File: src/rtl/seq_divider_16x8_pkg.sv
// Shared definitions for the 16/8 sequential restoring divider: widths, counter size
// and the control-state encoding used by the top-level FSM.
package seq_divider_16x8_pkg;

  localparam int N_W   = 16;
  localparam int D_W   = 8;
  localparam int CNT_W = $clog2(N_W);

  typedef enum logic [1:0] {
    S_IDLE = 2'd0,
    S_CALC = 2'd1,
    S_DONE = 2'd2
  } state_e;

  // Quotient reported for a zero divisor.
  function automatic logic [N_W-1:0] dbz_quotient();
    return {N_W{1'b1}};
  endfunction

endpackage

File: src/rtl/seq_divider_16x8_div_sub_step.sv
// One restoring step: compares the (D_W+1)-bit trial value against the divisor and
// returns the next partial remainder together with the quotient bit.
module seq_divider_16x8_div_sub_step
  import seq_divider_16x8_pkg::*;
(
  input  logic [D_W:0]   t,
  input  logic [D_W-1:0] divisor,
  output logic [D_W-1:0] r_next,
  output logic           q_bit
);

  // Compare/subtract; the difference always fits in D_W bits when it is taken.
  always_comb begin
    q_bit = (t >= {1'b0, divisor});
    if (q_bit) begin
      r_next = D_W'(t - {1'b0, divisor});
    end else begin
      r_next = t[D_W-1:0];
    end
  end

endmodule

File: src/rtl/seq_divider_16x8.sv
// Sequential restoring divider, 16-bit dividend / 8-bit divisor, one quotient bit per
// clock, with a start/done handshake and results held until the next accepted start.
module seq_divider_16x8
  import seq_divider_16x8_pkg::*;
(
  input  logic           clk,
  input  logic           reset,
  input  logic           start,
  input  logic [N_W-1:0] dividend,
  input  logic [D_W-1:0] divisor,
  output logic [N_W-1:0] quotient,
  output logic [D_W-1:0] remainder,
  output logic           done_flag,
  output logic           busy,
  output logic           div_by_zero
);

  localparam logic [CNT_W-1:0] CNT_LAST = CNT_W'(N_W - 1);
  localparam logic [CNT_W-1:0] CNT_ONE  = CNT_W'(1);

  state_e         state_q, state_d;
  logic [CNT_W-1:0] cnt_q, cnt_d;
  logic [N_W-1:0] q_q, q_d;
  logic [D_W-1:0] r_q, r_d;
  logic [D_W-1:0] dvsr_q, dvsr_d;
  logic [N_W-1:0] quot_q, quot_d;
  logic [D_W-1:0] rem_q, rem_d;
  logic           done_q, done_d;
  logic           busy_q, busy_d;
  logic           dbz_q, dbz_d;

  logic [D_W:0]   step_t;
  logic [D_W-1:0] step_r;
  logic           step_bit;
  logic [N_W-1:0] q_shift;

  // The stored remainder is always below the divisor, so D_W bits hold it exactly.
  assign step_t  = {r_q, q_q[N_W-1]};
  assign q_shift = {q_q[N_W-2:0], step_bit};

  seq_divider_16x8_div_sub_step u_step (
    .t       (step_t),
    .divisor (dvsr_q),
    .r_next  (step_r),
    .q_bit   (step_bit)
  );

  // Next-state, datapath and output-register logic.
  always_comb begin
    state_d = state_q;
    cnt_d   = cnt_q;
    q_d     = q_q;
    r_d     = r_q;
    dvsr_d  = dvsr_q;
    quot_d  = quot_q;
    rem_d   = rem_q;
    dbz_d   = dbz_q;
    done_d  = 1'b0;
    busy_d  = 1'b0;

    case (state_q)
      S_IDLE, S_DONE: begin
        if (start) begin
          dvsr_d = divisor;
          q_d    = dividend;
          r_d    = {D_W{1'b0}};
          cnt_d  = {CNT_W{1'b0}};
          if (divisor == {D_W{1'b0}}) begin
            state_d = S_DONE;
            done_d  = 1'b1;
            dbz_d   = 1'b1;
            quot_d  = dbz_quotient();
            rem_d   = {D_W{1'b0}};
          end else begin
            state_d = S_CALC;
            busy_d  = 1'b1;
            dbz_d   = 1'b0;
          end
        end else begin
          state_d = S_IDLE;
        end
      end
      S_CALC: begin
        q_d   = q_shift;
        r_d   = step_r;
        cnt_d = cnt_q + CNT_ONE;
        if (cnt_q == CNT_LAST) begin
          state_d = S_DONE;
          done_d  = 1'b1;
          quot_d  = q_shift;
          rem_d   = step_r;
        end else begin
          state_d = S_CALC;
          busy_d  = 1'b1;
        end
      end
      default: begin
        state_d = S_IDLE;
      end
    endcase
  end

  // State and datapath registers with synchronous reset.
  always_ff @(posedge clk) begin
    if (reset) begin
      state_q <= S_IDLE;
      cnt_q   <= {CNT_W{1'b0}};
      q_q     <= {N_W{1'b0}};
      r_q     <= {D_W{1'b0}};
      dvsr_q  <= {D_W{1'b0}};
      quot_q  <= {N_W{1'b0}};
      rem_q   <= {D_W{1'b0}};
      done_q  <= 1'b0;
      busy_q  <= 1'b0;
      dbz_q   <= 1'b0;
    end else begin
      state_q <= state_d;
      cnt_q   <= cnt_d;
      q_q     <= q_d;
      r_q     <= r_d;
      dvsr_q  <= dvsr_d;
      quot_q  <= quot_d;
      rem_q   <= rem_d;
      done_q  <= done_d;
      busy_q  <= busy_d;
      dbz_q   <= dbz_d;
    end
  end

  assign quotient    = quot_q;
  assign remainder   = rem_q;
  assign done_flag   = done_q;
  assign busy        = busy_q;
  assign div_by_zero = dbz_q;

endmodule

File: config.mk
export PLATFORM = sky130hd
export DESIGN_NAME = seq_divider_16x8
export DESIGN_NICKNAME = d
export VERILOG_FILES = /design/src/rtl/seq_divider_16x8_pkg.sv /design/src/rtl/seq_divider_16x8_div_sub_step.sv /design/src/rtl/seq_divider_16x8.sv
export SDC_FILE = /design/constraint.sdc
export NUM_CORES = 1
export LEC_CHECK = 0
export BUFFER_PORTS_ARGS = -buffer_cell sky130_fd_sc_hd__buf_2
export CORE_MARGIN = 1.5
export CORE_UTILIZATION = 35
export CTS_CLUSTER_SIZE = 16
export DETAILED_ROUTE_END_ITERATION = 10
export HOLD_SLACK_MARGIN = 0.12
export PLACE_DENSITY_LB_ADDON = 0.1
export SLEW_MARGIN = 20
export SYNTH_ARGS = -nofsm -noshare
export SYNTH_HDL_FRONTEND = slang
export SYNTH_SLANG_ARGS = --single-unit
File: constraint.sdc
create_clock -name clk -period 2.2 [get_ports clk]
set_input_delay 0.44 -clock clk [delete_from_list [all_inputs] [get_ports clk]]
set_output_delay 0.44 -clock clk [all_outputs]
set_load 0.005 [all_outputs]
Word-level counts from Yosys, hierarchy flattened
Cells that the tools add are included. Widths: inputs -> output; s select.

Add/sub/neg operators: 2. Multiply operators: 0. Divide/modulo/power cells: 0. Order comparisons: 1. Equal/unequal tests: 6. Shift-type cells: 0. Mux-type cells: 27. Bitwise gates (word level): 0. Reduce and logical (&&, ||, !) cells: 7.

Operators by type and width (number): $mux 16 (4); $pmux 16 s2 (2); $mux 8 (5); $pmux 8 s2 (2); $ge 9x8->1 (1); $logic_not 8->1 (1); $pmux 4 s2 (1); $sub 8x8->8 (1); $mux 1 (6); $mux 2 (3); $ne 2x2->1 const B (3); $add 4x1->4 const B (1); $eq 4x4->1 const B (1); $mux 4 (1); $pmux 1 s2 (2); $pmux 2 s2 (1); $reduce_and 2->1 (2); $reduce_and 4->1 (1); $eq 2x1->1 const B (1); $eq 2x2->1 const B (1); $logic_not 2->1 (1); $reduce_bool 2->1 (1); $reduce_or 2->1 (1).

Bits in registers: 65. Bits in latches: 0. Memory bits (writable): 0. Memory bits (read-only): 0. Input bits: 27. Output and inout port bits: 27. Logic and storage cells: 53. Memories: 0.

Longest topological paths before layout
Depth in word-level cells: 4. Mapped depth: 8. Depth with buffers taken out: 8.

Cells and area by module
From an unflattened synthesis, not the netlist that was laid out.

Cell total of the unflattened synthesis: 335. Area, all modules: 2945.3 um^2.

Modules (own cells, without submodules): seq_divider_16x8 (times used 1, cells an instance 266, area an instance 2424.8 um^2, seq. area each 1261.2 um^2); seq_divider_16x8_div_sub_step (times used 1, cells an instance 69, area an instance 520.5 um^2, seq. area each 0.0 um^2).

Least setup slack after synthesis
Ideal clock, no wire load.

Path kind: register to register. From: register dvsr_q[4]. To: register rem_q[6], in the netlist remainder[6]. Setup time: 0.117 ns. Arrival time: 1.891 ns. Required time: 2.083 ns. Slack: 0.192 ns. Stages on the path, launching flop included: 8. Cell sequence: dfxtp_1 > inv_1 > ha_1 > a211o_1 > a21oi_4 > o221ai_4 > mux2_4 > a22o_1.

Word-level cells in the longest chain between the ends: 4. Elaborated cells on any way between the ends: 5. Those cells by class: add/sub: 1; order compare: 1; mux: 3.

RTL lines: start: declaration (RTL line seq_divider_16x8.sv:25) `logic [D_W-1:0] dvsr_q, dvsr_d;`; start signal: assignment (RTL line seq_divider_16x8.sv:110) `dvsr_q <= {D_W{1'b0}};`; start signal: assignment (RTL line seq_divider_16x8.sv:121) `dvsr_q <= dvsr_d;`; $sub 8x8->8 / $ge 9x8->1 (equally long branches) (RTL line seq_divider_16x8_div_sub_step.sv:16, seq_divider_16x8_div_sub_step.sv:14); $mux 8 * (RTL line seq_divider_16x8_div_sub_step.sv:15) `if (q_bit) begin`; $mux 8 * (RTL line seq_divider_16x8.sv:87) `if (cnt_q == CNT_LAST) begin`; $pmux 8 s2 * (RTL line seq_divider_16x8.sv:61) `case (state_q)`; end signal: assignment (RTL line seq_divider_16x8.sv:112) `rem_q <= {D_W{1'b0}};`; end signal: assignment (RTL line seq_divider_16x8.sv:123) `rem_q <= rem_d;`; end: declaration (RTL line seq_divider_16x8.sv:27) `logic [D_W-1:0] rem_q, rem_d;`.

Mark *: on every way between the ends. The rest lies on a longest branch, timed or not. The select of a mux whose other input is x is not followed. A chain may end at the register's enable or synchronous reset.

Worst setup path after layout
From: register dvsr_q[2]. To: register r_q[5].

Word-level cells in the longest chain between the ends: 3. Elaborated cells on any way between the ends: 4. Those cells by class: add/sub: 1; order compare: 1; mux: 2.

RTL lines: $sub 8x8->8 / $ge 9x8->1 (equally long branches) (RTL line seq_divider_16x8_div_sub_step.sv:16, seq_divider_16x8_div_sub_step.sv:14); $mux 8 * (RTL line seq_divider_16x8_div_sub_step.sv:15); $pmux 8 s2 * (RTL line seq_divider_16x8.sv:61); end signal: assignment (RTL line seq_divider_16x8.sv:109) `r_q <= {D_W{1'b0}};`; end signal: assignment (RTL line seq_divider_16x8.sv:120) `r_q <= r_d;`; end: declaration (RTL line seq_divider_16x8.sv:24) `logic [D_W-1:0] r_q, r_d;`.

Mark *: on every way between the ends. The rest lies on a longest branch, timed or not.

==> flow_summary.toml <==
[status]
outcome = "finished clean"

[floorplan]
initial_core_util_pct = 36.4
die_h_um = 93.1
placement_rows = 32
die-width_um = 93.1
ioPinCount = 54
die_area_um2 = 8670
core_area_um2 = 7810

[worst_hold_path]
holdCritStartpoint = "divisor[5]"
hold_end = "dvsr_q[5]$_SDFFE_PP0P_"
hold_path_depth = 3
hold_class = "in2reg"

[placement]
gp_congestion = 0.814
hpwlAfterDp_um = 5190
pre_cts_slack_ps = 98.8
place_area_um2 = 3290
numPortBuffers = 53

[yosys]
ys.warnings.count = 0
syn-num-nets = 372
netlist.top_cell.by_area = "sky130_fd_sc_hd__dfxtp_1"
seq_area_frac_synth_pct = 44.4
synth_top_cells_by_area = "sky130_fd_sc_hd__dfxtp_1 44%, sky130_fd_sc_hd__nand2_1 7.5%, sky130_fd_sc_hd__nor2_1 7.0%"
synth.ff_latch_count = 63
synth_cell_type_count = 44
synth.top_cell.area_share_pct = 44.4
mappedNetlistArea_um2 = 2840
synth_area_per_cell_um2 = 8.49
postSynthCellCount = 335

[cts]
post_cts_buffers = 0
cts_inserted_buffers = 9
cts_tree = "done"
cts_root_buf = "sky130_fd_sc_hd__clkbuf_8"
clk_path_buf_depth = 2
clkSlewWorstSetupHoldPaths_ps = 70
cts_num_sinks = 63
clock_tree.htree_level_count = 3
clock_latency_ps = 340

[flow_run]
maxCapViolations = 0

[global_routing]
grt_use_total_pct = 17.3
grt_start_max_net_pins = 38
grt_remaining_overflow = 0
grt.busiest_layer = "met2"
groute.layer.met2.usage_pct = 24.9
grt.met1_usage_pct = 24.7
grt_first_pass_wirelength_um = 11600
grtUsageMet3_pct = 4.23
grt_antenna_before_repair = 0
grt_pass1_vias = 2402

[timing]
slew-limit-headroom_pct = 67.2
finalSetupTns_ps = 0
tightest_slew_ps = 490
skew_ps = 7.79
finalWorstSetupSlack_ps = 103
max_clock_freq_mhz = 477
hold_viol_final = 0
grt_setup_unrepaired = "true"
final_max_slew_viol_count = 0
holdWs_ps = 355
timing.final.crit_share_pct = 95.3
min_period_ps = 2100
setup_viol_count_final = 0

[final_layout]
multi_input_area_um2 = 1480
ff_latch_area_um2 = 1260
nets = 430
area_growth_pct = 23.0
layout.cells.most_common = "sky130_fd_sc_hd__dfxtp_1"
post-route-util_pct = 44.8
stdcell_area_um2 = 3500
diodes = 0
layout.cells.most_common_list = "63 x sky130_fd_sc_hd__dfxtp_1, 57 x sky130_fd_sc_hd__nand2_1, 53 x sky130_fd_sc_hd__nor2_1, 53 x sky130_fd_sc_hd__buf_2, 16 x sky130_fd_sc_hd__a21oi_1"
final.fill_count = 808
post_route_cells_drive_above_1_share_pct = 22.9

[drt]
avgViaCountPerCell = 5.13
post_drt_wl_per_cell_um = 14.4
via_count = 2562
drcViolationCount = 0
drt-total-wl_um = 7170
dr.pass1.iters = 4
drt_iter0_markers = 129
ant_nets = 0

[power]
cellPowerDensity_nw_per_um2 = 829
vdd_ir_drop_max_mv = 0.257
power.static_leakage_nw = 1.48

[critical_path]
setup.worst_path.end_class = "register"
worst_ep_arrival_time_ps = 2320
r2r.worst_path.cells = 7
crit_path_class = "reg2reg"
worst-path-max-fanout = 5
cp_data_required_time_ps = 2420
reg2reg_setup_slack_ps = 100
worst_r2r_endpoint = "r_q[5]$_SDFFE_PP0P_"
critical_path.reg2reg.startpoint = "dvsr_q[2]$_SDFFE_PP0P_"
start_kind = "register"
[cell families after synthesis]
logic type	Yosys count	share of synthesized area, %
simple gates	139	21.3
fa+ha+maj	10	4.67
buf+inv	31	4.18
compound gates	81	21.5
flops	63	44.4
xor+xnor	3	0.924
mux	8	2.99
[metal layers]
| metal | up-vias | wire [um] |
|---|---|---|
| li1 | 1299 | - |
| met1 | 1200 | 3760 |
| met2 | 55 | 3010 |
| met5 | - | 0 |
| met3 | 8 | 310 |
| met4 | 0 | 91 |
[where the power goes]
group          internal [mW]  switching [mW]
sequential              1.20          0.0403
combinational          0.284           0.368
clock                  0.577           0.428
[timing repair]
item	in CTS	in global routing
gates resized for setup	0	3
setup endpoints to repair	0	5
hold endpoints to repair	0	0
hold buffers	0	0
[critical path, stage by stage (launching register included)]
cell                        delay (ps)
sky130_fd_sc_hd__dfxtp_1           350
sky130_fd_sc_hd__inv_1              50
sky130_fd_sc_hd__ha_1              350
sky130_fd_sc_hd__a21o_1            260
sky130_fd_sc_hd__o2111ai_1         200
sky130_fd_sc_hd__or3b_2            470
sky130_fd_sc_hd__mux2i_1           220
sky130_fd_sc_hd__o21ai_0           100
[metrics by stage]
step	power, mW	cells
2_1_floorplan	1.74	335
3_3_place_gp	1.91	484
3_5_place_dp	1.91	484
4_1_cts	2.93	499
5_1_grt	3.05	499
6_report	2.90	499
[area by class of cell]
class	instances	area share [%]
flip-flops and latches	63	36.1
inverters	12	1.29
multi-input cells	241	42.2
clock buffers	12	4.44
well taps	102	3.65
repair buffers	66	11.1
clock inverters	3	1.22
[flip-flops by register name (all words and copies together) (netlist names), 4 cells and up]
name,count
remainder,8
cnt_q,4
dvsr_q,8
quotient,16
q_q,16
r_q,8
[worst max-delay path by stage]
stage	cells after the start	startpoint	endpoint	slack [ps]
2_1_floorplan	7	dvsr_q[4]$_SDFFE_PP0P_	remainder[6]$_SDFFE_PP0P_	190
3_3_place_gp	7	divisor[3]	remainder[1]$_SDFFE_PP0P_	120
3_5_place_dp	8	dvsr_q[4]$_SDFFE_PP0P_	r_q[1]$_SDFFE_PP0P_	100
4_1_cts	8	dvsr_q[2]$_SDFFE_PP0P_	remainder[1]$_SDFFE_PP0P_	80
5_1_grt	8	q_q[15]$_SDFFE_PP0P_	remainder[6]$_SDFFE_PP0P_	-3
6_report	7	dvsr_q[2]$_SDFFE_PP0P_	r_q[5]$_SDFFE_PP0P_	100
[synthesized netlist by cell type (all sizes together)]
library cell and instances:
dfxtp 63, a22o 6, clkbuf 14, a211oi 15, a211o 1, o2bb2ai 4
o2111ai 2, fa 1, a311oi 15, nor2 53, nand2b 10, and4 1
o21a 2, ha 9, inv 12, mux2i 7, a22oi 1, o21ai 8
and2b 1, mux2 1, nor3 1, nor4 3, buf 5, nor2b 2
or4b 1, xnor2 2, nand3 3, or2 1, or3b 1, nand4 2
and3b 2, nand2 57, a21oi 17, xor2 1, o211ai 1, o22ai 2
o221ai 1, a21o 1, nand3b 1, a31oi 2, a2111o 1, o32ai 2
Power figures use the tool's default switching activity.
